===== src/rtl/register_file_param_if.sv =====
// -----------------------------------------------------------------------------
// register_file_param_if
//
// Purpose : Bundles the control, write, reserve and read signals of
//           register_file_param into one interface. clk and rst are not part
//           of the bundle.
//
// Signals :
//   clear_req        request a full re-clear of the storage
//   busy             clear engine running (reads/pending forced to 0)
//   reg_write_*      writeback port (strobe, address, data)
//   rsv_en/rsv_addr  mark a register as having a result in flight
//   reg_read_addr_N  read port N address
//   reg_read_data_N  read port N data (combinational)
//   pend_N           pending bit of the register addressed by port N
//
// Modports: master drives requests and observes results (decode/writeback
//           side); slave is the register file itself.
// -----------------------------------------------------------------------------
interface register_file_param_if #(
   parameter int DATA_W = 16,
   parameter int ADDR_W = 3
);
   logic              clear_req;
   logic              busy;
   logic              reg_write_en;
   logic [ADDR_W-1:0] reg_write_dest;
   logic [DATA_W-1:0] reg_write_data;
   logic              rsv_en;
   logic [ADDR_W-1:0] rsv_addr;
   logic [ADDR_W-1:0] reg_read_addr_1;
   logic [DATA_W-1:0] reg_read_data_1;
   logic              pend_1;
   logic [ADDR_W-1:0] reg_read_addr_2;
   logic [DATA_W-1:0] reg_read_data_2;
   logic              pend_2;

   modport master (
      output clear_req,
      output reg_write_en, reg_write_dest, reg_write_data,
      output rsv_en, rsv_addr,
      output reg_read_addr_1, reg_read_addr_2,
      input  busy,
      input  reg_read_data_1, pend_1,
      input  reg_read_data_2, pend_2
   );

   modport slave (
      input  clear_req,
      input  reg_write_en, reg_write_dest, reg_write_data,
      input  rsv_en, rsv_addr,
      input  reg_read_addr_1, reg_read_addr_2,
      output busy,
      output reg_read_data_1, pend_1,
      output reg_read_data_2, pend_2
   );
endinterface : register_file_param_if


===== src/rtl/register_file_param.sv =====
// -----------------------------------------------------------------------------
// register_file_param
//
// Purpose : Parametrised two-read / one-write register file with an optional
//           hardwired zero register, optional write-to-read bypass, a
//           per-register pending (scoreboard) bit and a sequential clear
//           engine that zeroes the storage one entry per clock after reset
//           or on request.
//
// Parameters:
//   DATA_W   register width
//   ADDR_W   address width, DEPTH = 2**ADDR_W
//   ZERO_REG 1 = register 0 reads 0, ignores writes, never pending
//   BYPASS   1 = same-cycle write data forwarded to the read ports
//
// Ports:
//   clk  rising-edge clock
//   rst  synchronous active-low reset; restarts the clear from entry 0
//   bus  register_file_param_if.slave (see interface for signal list)
// -----------------------------------------------------------------------------
module register_file_param #(
   parameter int DATA_W   = 16,
   parameter int ADDR_W   = 3,
   parameter bit ZERO_REG = 1'b0,
   parameter bit BYPASS   = 1'b1
) (
   input logic                  clk,
   input logic                  rst,
   register_file_param_if.slave bus
);

   localparam int                DEPTH    = 1 << ADDR_W;
   localparam logic [ADDR_W-1:0] LAST_IDX = ADDR_W'(DEPTH - 1);

   typedef enum logic {
      ST_CLEAR = 1'b0,
      ST_READY = 1'b1
   } state_e;

   state_e            state_q,   state_d;
   logic [ADDR_W-1:0] clr_ptr_q, clr_ptr_d;
   logic [DEPTH-1:0]  pend_q,    pend_d;

   logic [DATA_W-1:0] mem_q [DEPTH];
   logic              mem_we;
   logic [ADDR_W-1:0] mem_waddr;
   logic [DATA_W-1:0] mem_wdata;

   logic              busy;
   logic              wv;        // qualified write (zero-register writes removed)
   logic              rv;        // qualified reserve
   logic [DATA_W-1:0] rd_data_1, rd_data_2;
   logic              rd_pend_1, rd_pend_2;
   logic              byp_1,     byp_2;

   // --------------------------------------------------------------------------
   // Request qualification. wv deliberately ignores state and clear_req: the
   // bypass path uses it as-is, while the commit below adds the READY /
   // no-clear conditions.
   // --------------------------------------------------------------------------
   assign busy  = (state_q == ST_CLEAR);
   assign wv    = bus.reg_write_en & ~(ZERO_REG && (bus.reg_write_dest == '0));
   assign rv    = bus.rsv_en       & ~(ZERO_REG && (bus.rsv_addr == '0));
   assign byp_1 = BYPASS && wv && (bus.reg_write_dest == bus.reg_read_addr_1);
   assign byp_2 = BYPASS && wv && (bus.reg_write_dest == bus.reg_read_addr_2);

   // --------------------------------------------------------------------------
   // Next-state logic: clear engine, write commit and pending scoreboard.
   // --------------------------------------------------------------------------
   always_comb begin : next_state
      // NOTE: every signal gets a default before any branch so no path leaves
      // it unassigned; otherwise synthesis would infer a latch.
      state_d   = state_q;
      clr_ptr_d = clr_ptr_q;
      pend_d    = pend_q;
      mem_we    = 1'b0;
      mem_waddr = clr_ptr_q;
      mem_wdata = '0;

      case (state_q)
         ST_CLEAR: begin
            // Writes, reserves and clear requests are dropped while clearing.
            mem_we    = 1'b1;
            mem_waddr = clr_ptr_q;
            mem_wdata = '0;
            clr_ptr_d = clr_ptr_q + ADDR_W'(1);
            if (clr_ptr_q == LAST_IDX) begin
               state_d = ST_READY;
            end
         end

         ST_READY: begin
            if (bus.clear_req) begin
               // Clear wins over a same-cycle write or reserve.
               state_d   = ST_CLEAR;
               clr_ptr_d = '0;
               pend_d    = '0;
            end else begin
               if (wv) begin
                  mem_we                      = 1'b1;
                  mem_waddr                   = bus.reg_write_dest;
                  mem_wdata                   = bus.reg_write_data;
                  pend_d[bus.reg_write_dest]  = 1'b0;
               end
               // Applied after the write so a same-address reserve (a newer
               // producer) leaves the register pending.
               if (rv) begin
                  pend_d[bus.rsv_addr] = 1'b1;
               end
            end
         end

         default: begin
            state_d = ST_CLEAR;
         end
      endcase
   end

   // --------------------------------------------------------------------------
   // Control state registers.
   // --------------------------------------------------------------------------
   always_ff @(posedge clk) begin
      // NOTE: sequential state uses non-blocking assignments so every flop
      // samples values from before the edge, independent of statement order.
      if (!rst) begin
         state_q   <= ST_CLEAR;
         clr_ptr_q <= '0;
         pend_q    <= '0;
      end else begin
         state_q   <= state_d;
         clr_ptr_q <= clr_ptr_d;
         pend_q    <= pend_d;
      end
   end

   // --------------------------------------------------------------------------
   // Storage array.
   // --------------------------------------------------------------------------
   always_ff @(posedge clk) begin
      // NOTE: the array has no reset branch so it can map onto RAM; the clear
      // engine zeroes it one entry per clock instead.
      if (rst && mem_we) begin
         mem_q[mem_waddr] <= mem_wdata;
      end
   end

   // --------------------------------------------------------------------------
   // Read ports. Assignments run lowest priority first, so the later
   // overrides give: busy, zero register, bypass, array.
   // --------------------------------------------------------------------------
   always_comb begin : read_port_1
      rd_data_1 = mem_q[bus.reg_read_addr_1];
      if (byp_1) begin
         rd_data_1 = bus.reg_write_data;
      end
      if (ZERO_REG && (bus.reg_read_addr_1 == '0)) begin
         rd_data_1 = '0;
      end
      if (busy) begin
         rd_data_1 = '0;
      end
   end

   always_comb begin : read_port_2
      rd_data_2 = mem_q[bus.reg_read_addr_2];
      if (byp_2) begin
         rd_data_2 = bus.reg_write_data;
      end
      if (ZERO_REG && (bus.reg_read_addr_2 == '0)) begin
         rd_data_2 = '0;
      end
      if (busy) begin
         rd_data_2 = '0;
      end
   end

   // A bypassed write resolves the pending result in the same cycle; a
   // same-cycle reserve only shows up from the next cycle.
   assign rd_pend_1 = pend_q[bus.reg_read_addr_1] & ~busy & ~byp_1;
   assign rd_pend_2 = pend_q[bus.reg_read_addr_2] & ~busy & ~byp_2;

   assign bus.busy            = busy;
   assign bus.reg_read_data_1 = rd_data_1;
   assign bus.reg_read_data_2 = rd_data_2;
   assign bus.pend_1          = rd_pend_1;
   assign bus.pend_2          = rd_pend_2;

endmodule : register_file_param


===== src/flat_wrapper.sv =====
// flat-port wrapper written by rule: the top's interface ports become plain ports
module register_file_param_flat 
#(
   parameter int DATA_W   = 16,
   parameter int ADDR_W   = 3,
   parameter bit ZERO_REG = 1'b0,
   parameter bit BYPASS   = 1'b1
)
  (clk, rst, bus_clear_req, bus_reg_write_en, bus_reg_write_dest, bus_reg_write_data, bus_rsv_en, bus_rsv_addr, bus_reg_read_addr_1, bus_reg_read_addr_2, bus_busy, bus_reg_read_data_1, bus_pend_1, bus_reg_read_data_2, bus_pend_2);
  register_file_param_if #(.DATA_W(DATA_W), .ADDR_W(ADDR_W)) bus_i ();
  input logic clk;
  input logic rst;
  input wire logic [$bits(bus_i.clear_req)-1:0] bus_clear_req;
  input wire logic [$bits(bus_i.reg_write_en)-1:0] bus_reg_write_en;
  input wire logic [$bits(bus_i.reg_write_dest)-1:0] bus_reg_write_dest;
  input wire logic [$bits(bus_i.reg_write_data)-1:0] bus_reg_write_data;
  input wire logic [$bits(bus_i.rsv_en)-1:0] bus_rsv_en;
  input wire logic [$bits(bus_i.rsv_addr)-1:0] bus_rsv_addr;
  input wire logic [$bits(bus_i.reg_read_addr_1)-1:0] bus_reg_read_addr_1;
  input wire logic [$bits(bus_i.reg_read_addr_2)-1:0] bus_reg_read_addr_2;
  output wire logic [$bits(bus_i.busy)-1:0] bus_busy;
  output wire logic [$bits(bus_i.reg_read_data_1)-1:0] bus_reg_read_data_1;
  output wire logic [$bits(bus_i.pend_1)-1:0] bus_pend_1;
  output wire logic [$bits(bus_i.reg_read_data_2)-1:0] bus_reg_read_data_2;
  output wire logic [$bits(bus_i.pend_2)-1:0] bus_pend_2;
  assign bus_i.clear_req = bus_clear_req;
  assign bus_i.reg_write_en = bus_reg_write_en;
  assign bus_i.reg_write_dest = bus_reg_write_dest;
  assign bus_i.reg_write_data = bus_reg_write_data;
  assign bus_i.rsv_en = bus_rsv_en;
  assign bus_i.rsv_addr = bus_rsv_addr;
  assign bus_i.reg_read_addr_1 = bus_reg_read_addr_1;
  assign bus_i.reg_read_addr_2 = bus_reg_read_addr_2;
  assign bus_busy = bus_i.busy;
  assign bus_reg_read_data_1 = bus_i.reg_read_data_1;
  assign bus_pend_1 = bus_i.pend_1;
  assign bus_reg_read_data_2 = bus_i.reg_read_data_2;
  assign bus_pend_2 = bus_i.pend_2;
  register_file_param #(.DATA_W(DATA_W), .ADDR_W(ADDR_W), .ZERO_REG(ZERO_REG), .BYPASS(BYPASS)) u_core (.clk(clk), .rst(rst), .bus(bus_i));
endmodule

===== config.mk =====
export PLATFORM = sky130hd
export DESIGN_NAME = register_file_param_flat
export DESIGN_NICKNAME = d
export VERILOG_FILES = /design/src/rtl/register_file_param_if.sv /design/src/rtl/register_file_param.sv /design/src/flat_wrapper.sv
export SDC_FILE = /design/constraint.sdc
export NUM_CORES = 1
export LEC_CHECK = 0
export CORE_AREA = 8 8 126 116
export DETAILED_ROUTE_END_ITERATION = 10
export DIE_AREA = 0 0 134 124
export GPL_ROUTABILITY_DRIVEN = 0
export PLACE_DENSITY_LB_ADDON = 0.05
export SKIP_LAST_GASP = 1
export SYNTH_ARGS = -nofsm -noshare
export SYNTH_HDL_FRONTEND = slang
export SYNTH_SLANG_ARGS = --single-unit
export TNS_END_PERCENT = 1

===== constraint.sdc =====
create_clock -name clk -period 5.67 [get_ports clk]
set_input_delay 0.567 -clock clk [delete_from_list [all_inputs] [get_ports clk]]
set_output_delay 0.567 -clock clk [all_outputs]
set_load 0.02 [all_outputs]

======== Word-level counts from Yosys, hierarchy flattened ========
Memories as Yosys holds them, arrays and structs flattened.
Cells that the tools add are included.
storage, ports and cells
  output and inout port bits .............. 35
  memory bits (writable) .................. 128
  memories kept ........................... 1
  word-level logic and storage cells ...... 63
  bits in registers ....................... 12
cells by class
  equal/unequal tests ..................... 4
  $lt $le $gt $ge ......................... 6
  muxes and demuxes ....................... 33
  $add $sub $neg .......................... 1
  reductions and logical operators ........ 5
  bitwise logic cells ..................... 10
memory list
  memory        words  width  read ports  clocked after memory_dff  write ports  line                       source
  u_core.mem_q  8      16     2           0                         1            register_file_param.sv:44  logic [DATA_W-1:0] mem_q [DEPTH];
operators by type and width
  operator             number
  $mux 16              6
  $mux 8               5
  $pmux 16 s2          1
  $lt 3x4->1 const B   4
  $pmux 3 s2           2
  $mux 1               10
  $mux 3               3
  $and 8x8->8          1
  $not 8->8            1
  $or 8x8->8           1
  $bmux 1 s3           2
  $demux 1 s3          2
  $eq 3x3->1           2
  $ge 3x1->1 const B   2
  $logic_and 1x1->1    5
  $and 1x1->1          4
  $pmux 1 s2           2
  $add 3x1->3 const B  1
  $eq 3x3->1 const B   1
  $not 1->1            3
  $ne 2x2->1 const B   1

======== Longest topological paths before layout ========
Gate-level depths: netlist of the first run.
  word-level depth ........................ 12
  gate-level depth with buffers ........... 7

======== Worst setup path before layout of the first run ========
No wires, ideal clock.
  path type ............................... input to register
  start ................................... input port bus_clear_req
  end ..................................... memory u_core.mem_q[6][0] (enable)
  required time ........................... 5282 ps
  path slack .............................. 3307 ps
  library setup time ...................... 388 ps
  path buffers ............................ 1
  stages .................................. 5
  data arrival time ....................... 1975 ps
  cell sequence ........................... and3b_1 > buf_4 > mux2i_1 > or2_1 > nor2_1
on the way
  cells in the longest elaborated chain, start to end .. 5
  elaborated cells between the ends (all ways) .. 7
ends and longest elaborated chain
  element                       line                        source
  start, declared               flat_wrapper.sv:13          input wire logic [$bits(bus_i.clear_req)-1:0] bus_clear_req;
  $mux 1                        register_file_param.sv:93   if (bus.clear_req) begin
  $pmux 1 s2                    register_file_param.sv:80   case (state_q)
  $logic_and 1x1->1             register_file_param.sv:142  if (rst && mem_we) begin
  $mux 1                        register_file_param.sv:142
  $mux 1 (not written as such)  register_file_param.sv:143  mem_q[mem_waddr] <= mem_wdata;
  end, declared                 register_file_param.sv:44
Several ways; a longest one is shown, not always the timed one.

======== Worst setup path in the final report of the first run ========
  start ................................... input port bus_reg_read_addr_2[0]
  end ..................................... output port bus_reg_read_data_2[12]
on the way
  cells in the longest elaborated chain, start to end .. 4
  elaborated cells between the ends (all ways) .. 5
ends and longest elaborated chain
  element                                                               line                        source
  start, declared                                                       flat_wrapper.sv:20          input wire logic [$bits(bus_i.reg_read_addr_2)-1:0] bus_reg_read_addr_2;
  parallel branches: the longest is 2 deep, another holds $mem_v2 8x16  n/a
  $mux 16 *                                                             register_file_param.sv:166  if (byp_2) begin
  $mux 16 *                                                             register_file_param.sv:172  if (busy) begin
  end, declared                                                         flat_wrapper.sv:24          output wire logic [$bits(bus_i.reg_read_data_2)-1:0] bus_reg_read_data_2;
Mark *: on every way between the ends.

==> impl_results.md, run 1 <==
* IR drop worst, VDD at 0.206 mV
* Post-Syn Area at 7270 sq um
* Hold buffers post-CTS at 0
* Final hold vios at 0
* Root Buffer: clkbuf_16
* Final Core Density at 0.680
* CTS sink cnt at 140
* CP startpoint kind: input port
* Required @ worst endpoint at 5.10 ns
* Met2 routed WL at 8.80 mm
* DP Area at 7920 sq um
* Most frequent cells in the layout: edfxtp_1 (128), mux2i_1 (66), a21oi_1 (66)
* DRC Markers at 0
* Post-route cell area at 8460 sq um
* Setup-failing EPs final at 0
* Kind of critical path: input port to output pin
* Number of enable flip-flop cells after synthesis at 128
* Multi-input logic area at 2840 sq um
* FF-to-FF setup slack at 2.84 ns
* Register bit total from synthesis at 140
* Power Dens Cells at 279 nW/um^2
* Met1 wire length at 7.51 mm
* Hold WC Path Type: flop to flop
* Number of global-route vias before repair at 4983
* DR vias at 4943
* Layout Skew at 0.00452 ns
* CTS Buffer Depth at 2
* DR top layer: met4
* Hold-critical path endpoint: u_core.pend_q[1]
* Post-CTS Setup Inserts at 0
* Num CTS Buffers at 17
* Gr usage total at 0.226
* Clock latency at the later pin of the worst-skew pair at 0.41 ns
* Max Fclk at 0.236 GHz
* Synth cell types at 37
* R2R depth at 5
* Worst-path clk slew at 0.05 ns
* Core ar. at 12400 sq um
* Layout area overhead at 16.3%
* Post-Syn Area per Cell at 14.1 sq um
* Most common cell after layout, fill and taps aside: edfxtp_1
* WL met3 at 1.66 mm
* Row Count at 39
* Register area share after synthesis at 0.562
* Worst Hold Depth at 2
* Largest net degree at the start of global routing at 47
* Layout cells sized above 1 at 0.151
* Synth async-reset ratio at 0
* Nets@finish at 611
* Tmin final at 4.23 ns
* Htree depth at 4
* Hold_sp: u_core.pend_q[1]
* Synth warn at 0
* Post-route ant nets at 0
* MaxCap Viol Count at 0
* RR Startpoint: u_core.state_q
* Initial Util at 0.584
* Fin. max-slew vios at 0
* DR iter-0 viols at 593
* Hpwl dp at 11.3 mm
* Initial antenna violation count at 0
* Routed WL at 18.3 mm
* Status: finished, final reports clean
* Pre-CTS setup slack at 1.46 ns
* Fin worst setup slack at 1.44 ns
* Ant diodes at 0
* Post-synth top flop: edfxtp_1
* Crit share post-route at 0.747
* RSZ-0062 raised after global routing: no
* Number of gates resized after CTS at 0
* Worst Tran Pin Value at 0.947 ns
* Initial DRT Pass Iterations at 5
* Die area at 16600 sq um
* Setup TNS at 0 ns
* Arr. time, crit path at 3.67 ns
* Routed vias/inst at 6.56
* CTS tree: done
* Max-slew headroom at 0.369
* IO buf count at 67
* Die H at 124 microns
* Worst-path fanout max at 19
* First-pass GRT wire length at 28.1 mm
* Net Count, Synth at 552
* Lkg Pwr at 0.00293 uW
* Register Area at 4080 sq um
* IO Pins at 68
* Grt ovf at 0
* Die X at 134 microns
* Synth Instances at 517
* DR WL/cell at 24.3 microns
* Setup crit end kind: output pin
* Worst reg2reg endpoint: u_core.mem_q[7][7]
* Fillers at 886
synthesized netlist by cell type (all sizes together) (4+ instances only):
| master | number | area, sq um |
|---|---|---|
| mux4 | 38 | 856 |
| nor2 | 15 | 56.3 |
| a22oi | 5 | 37.5 |
| o21ai | 40 | 200 |
| o22ai | 30 | 188 |
| buf | 35 | 310 |
| and2 | 16 | 100 |
| nor2b | 14 | 90.1 |
| dfxtp | 12 | 240 |
| clkbuf | 10 | 38.8 |
| edfxtp | 128 | 3840 |
| xnor2 | 6 | 52.6 |
| nand2 | 8 | 30.0 |
| a21oi | 66 | 330 |
| nand2b | 4 | 35.0 |
| mux2i | 66 | 661 |
worst max-delay path, stage by stage:
cell             delay (ns)
clkdlybuf4s50_1        0.71
buf_4                  0.35
xnor2_1                0.15
nand4_1                0.62
buf_4                  0.47
a21oi_1                0.16
clkdlybuf4s50_1        0.63
metal layers:
metal  track usage  vias to the layer above
li1              -                     2180
met1         0.300                     2484
met2         0.356                      248
met3        0.0516                       31
met4        0.0995                        0
met5             0                        -
power by group:
| part | internal (uW) | total [uW] | switching [uW] |
|---|---|---|---|
| Sequential | 1140 | 1150 | 11.4 |
| Combinational | 88.1 | 209 | 121 |
| Clock | 591 | 1000 | 410 |
| Total | 1820 | 2360 | 542 |
registers in the layout, summed over array words and instances (netlist names):
register          flops
u_core.state_q        1
u_core.clr_ptr_q      3
u_core.pend_q         8
u_core.mem_q        128
final cells by class:
type	count	area share
flip-flops and latches	140	0.483
inverters	1	0.000444
multi-input cells	331	0.335
clock buffers	17	0.0503
well taps	164	0.0243
repair buffers	85	0.0941
clock inverters	15	0.0126
cell families after synthesis:
group	Yosys count	synth area share
simple gates	72	0.0597
fa+ha+maj	2	0.00344
mux	104	0.209
xor+xnor	6	0.00723
compound gates	147	0.111
flops	140	0.562
buf+inv	46	0.0485
metrics by stage:
stage          hold WS [ns]  power, uW  instances
2_1_floorplan         0.462       1310        517
3_3_place_gp          0.493       1370        721
3_5_place_dp          0.503       1380        721
5_1_grt               0.570       2430        753
6_report              0.511       2360        753
4_1_cts               0.513       2370        753
worst max-delay path by stage:
| stage | startpoint | to | slack (ns) | cells after the start |
|---|---|---|---|---|
| floorplan | bus_clear_req | u_core.mem_q[6][0] | 3.31 | 5 |
| global placement | bus_reg_read_addr_2[0] | bus_reg_read_data_2[13] | 1.50 | 7 |
| detailed placement | bus_reg_read_addr_2[0] | bus_reg_read_data_2[12] | 1.46 | 7 |
| CTS | bus_reg_read_addr_2[0] | bus_reg_read_data_2[12] | 1.46 | 7 |
| global route | bus_reg_read_addr_2[0] | bus_reg_read_data_2[11] | 1.31 | 8 |
| finish | bus_reg_read_addr_2[0] | bus_reg_read_data_2[12] | 1.44 | 7 |
Power figures use the tool's default switching activity.
==> inputs of run 2 (changes only) <==
Settings changed: CORE_AREA 8 8 126 116 to 8 8 128 118, DIE_AREA 0 0 134 124 to 0 0 136 126.
Clock period 5.67 ns to 4.2 ns, I/O delays scaled along.
==> run 2 against run 1 <==
Net effect:
- cell area increased by 1.1%
- combinational power rose by 40%
- die area rose by 3.1%
- sequential cell count stayed put
- setup slack worse by 0.68 ns
- via count grew 0.10%
- total power rose by 31%
- sequential share of layout area shrank 0.52 points
- wire length grew 2.3%
- hold slack improved by 0.022 ns
- register-to-register slack worse by 1.5 ns
- sequential power grew 36%
==> impl_results.md, run 2 (synthesis results as in run 1) <==
* Root Buffer: clkbuf_16
* RR Startpoint: u_core.state_q
* IR drop worst, VDD at 0.241 mV (+17%)
* Fin worst setup slack at 0.752 ns (-0.683 ns)
* Row Count at 40 (+2.6%)
* Required @ worst endpoint at 3.78 ns (-1.32 ns)
* Worst Tran Pin Value at 0.623 ns (-0.324 ns)
* Largest register FFs at 128 (unchanged)
* DP Area at 8060 sq um (+1.7%)
* Hold buffers post-CTS at 0 (unchanged)
* Worst-path clk slew at 0.05 ns (about the same)
* Max Fclk at 0.290 GHz
* Int Power at 2400 uW (+32%)
* Lkg Pwr at 0.00299 uW (+1.9%)
* Top Registers: u_core.mem_q: 128 flops, u_core.pend_q: 8 flops, u_core.clr_ptr_q: 3 flops
* Post-CTS Setup Inserts at 0 (unchanged)
* Num CTS Buffers at 17 (unchanged)
* Status: finished, final reports clean
* DRC Markers at 0 (unchanged)
* Initial antenna violation count at 0 (unchanged)
* Routed vias/inst at 6.44 (-1.9%)
* IO buf count at 67 (unchanged)
* Most frequent cells in the layout: edfxtp_1 (128), mux2i_1 (66), a21oi_1 (66)
* Worst-path fanout max at 28 (+9)
* CP startpoint: bus_reg_read_addr_2[0]
* Setup crit end kind: output pin
* DR iter-0 viols at 402 (-32%)
* Most common cell after layout, fill and taps aside: edfxtp_1
* Initial DRT Pass Iterations at 5 (unchanged)
* CTS sink cnt at 140 (unchanged)
* Core ar. at 13000 sq um (+4.6%)
* CTS tree: done
* Sw frac at 0.227 (-0.00256)
* CP startpoint kind: input port
* Pre-CTS setup slack at 0.768 ns (-0.694 ns)
* Register Area at 4080 sq um (unchanged)
* Kind of critical path: input port to output pin
* MaxCap Viol Count at 0 (unchanged)
* R2R depth at 6 (+1)
* Largest net degree at the start of global routing at 34 (-28%)
* Layout Skew at 0.00474 ns (+0.000213 ns)
* Grt ovf at 0 (unchanged)
* Number of gates resized after CTS at 0 (unchanged)
* RSZ-0062 raised after global routing: no
* Capture point of the worst path: bus_reg_read_data_2[5]
* First-pass GRT wire length at 28.4 mm (+1.1%)
* DR vias at 4948 (+0.10%)
* Tmin final at 3.45 ns
* Die H at 126 microns (+1.6%)
* CTS Buffer Depth at 2 (unchanged)
* Htree depth at 4 (unchanged)
* Clock latency at the later pin of the worst-skew pair at 0.41 ns (about the same)
* Final hold vios at 0 (unchanged)
* Post-route ant nets at 0 (unchanged)
* Die area at 17100 sq um (+3.1%)
* Die X at 136 microns (+1.5%)
* Seq pwr share at 0.501 (+0.013)
* Arr. time, crit path at 3.03 ns (-0.64 ns)
* Net Switching at 704 uW (+30%)
* Post-route cell area at 8550 sq um (+1.1%)
* Routed WL at 18.7 mm (+2.3%)
* DR WL/cell at 24.4 microns (+0.30%)
* Setup TNS at 0 ns (unchanged)
* Layout cells sized above 1 at 0.167 (+0.0156)
* Hpwl dp at 12.3 mm (+8.4%)
* Initial Util at 0.559 (-0.0256)
* Power Dens Cells at 363 nW/um^2 (+30%)
* Setup-failing EPs final at 0 (unchanged)
* Ant diodes at 0 (unchanged)
* Gr usage total at 0.221 (-0.00582)
* Logic pwr share at 0.094 (+0.005)
* Fin. max-slew vios at 0 (unchanged)
* IO Pins at 68 (unchanged)
* Number of global-route vias before repair at 5079 (+1.9%)
* Fillers at 966 (+9.0%)
* Multi-input logic area at 2840 sq um (unchanged)
* Crit share post-route at 0.821
* Hold WC Path Type: flop to flop
* FF-to-FF setup slack at 1.31 ns (-1.53 ns)
* Max-slew headroom at 0.584 (+0.215)
* Layout area overhead at 17.5%
* Clock share of power at 0.405 (-0.019)
* Worst reg2reg endpoint: u_core.mem_q[0][8]
* Nets@finish at 625 (+2.3%)
* Biggest register: u_core.mem_q
run 2: cell types whose count changed in the layout (fill, tap and decap cells not counted), sizes merged:
| cell | change |
|---|---|
| buf | +14 |
| bufinv | -1 |
| clkbuf | +2 |
| clkinv | -3 |
| inv | -1 |
run 2: metal layers:
layer / up-vias / global-route usage / routed length [microns]
li1: 2202 / - / -
met1: 2497 / 0.277 / 7780
met2: 210 / 0.354 / 9080
met3: 39 / 0.0513 / 1330
met4: 0 / 0.103 / 511
met5: - / 0 / 0
run 2: cell type report:
class | count | share of cell area
timing repair buffer | 99 | 0.108
tap | 168 | 0.0246
clock inverter | 10 | 0.00644
sequential | 140 | 0.478
inverter | 1 | 0.000439
multi-input combinational | 331 | 0.332
clock buffer | 19 | 0.0507
run 2: how the worst min path moves through the flow:
stage               depth (start not counted)             start                to  slack, ns
detailed placement                          2  u_core.pend_q[1]  u_core.pend_q[1]       0.52
global route                                2  u_core.pend_q[1]  u_core.pend_q[1]       0.57
floorplan                                   2  u_core.pend_q[1]  u_core.pend_q[1]       0.46
CTS                                         2  u_core.pend_q[1]  u_core.pend_q[1]       0.53
finish                                      2  u_core.pend_q[1]  u_core.pend_q[1]       0.53
global placement                            2  u_core.pend_q[1]  u_core.pend_q[1]       0.50
run 2: power by group through the flow:
stage / logic, uW / registers [uW] / clock network (uW)
3_5_place_dp: 291 / 1580 / 0
4_1_cts: 292 / 1550 / 1270
5_1_grt: 312 / 1560 / 1340
3_3_place_gp: 288 / 1580 / 0
2_1_floorplan: 195 / 1580 / 0
6_report: 292 / 1560 / 1260
run 2: per-stage QoR:
step	hold slack, ns	power, uW	std cells	util
final	0.533	3100	768	0.657
after global routing	0.569	3210	768	0.657
after CTS	0.530	3120	768	0.657
after detailed placement	0.522	1870	739	0.619
after global placement	0.499	1870	739	0.619
after floorplan	0.462	1770	517	-
run 2: critical path, cell delays in order:
cell and delay (ns):
clkdlybuf4s50_1 0.78, buf_4 0.25, xnor2_1 0.07, nand4_1 0.21, buf_4 0.36, o21ai_0 0.13
a21oi_1 0.18, clkdlybuf4s50_1 0.63
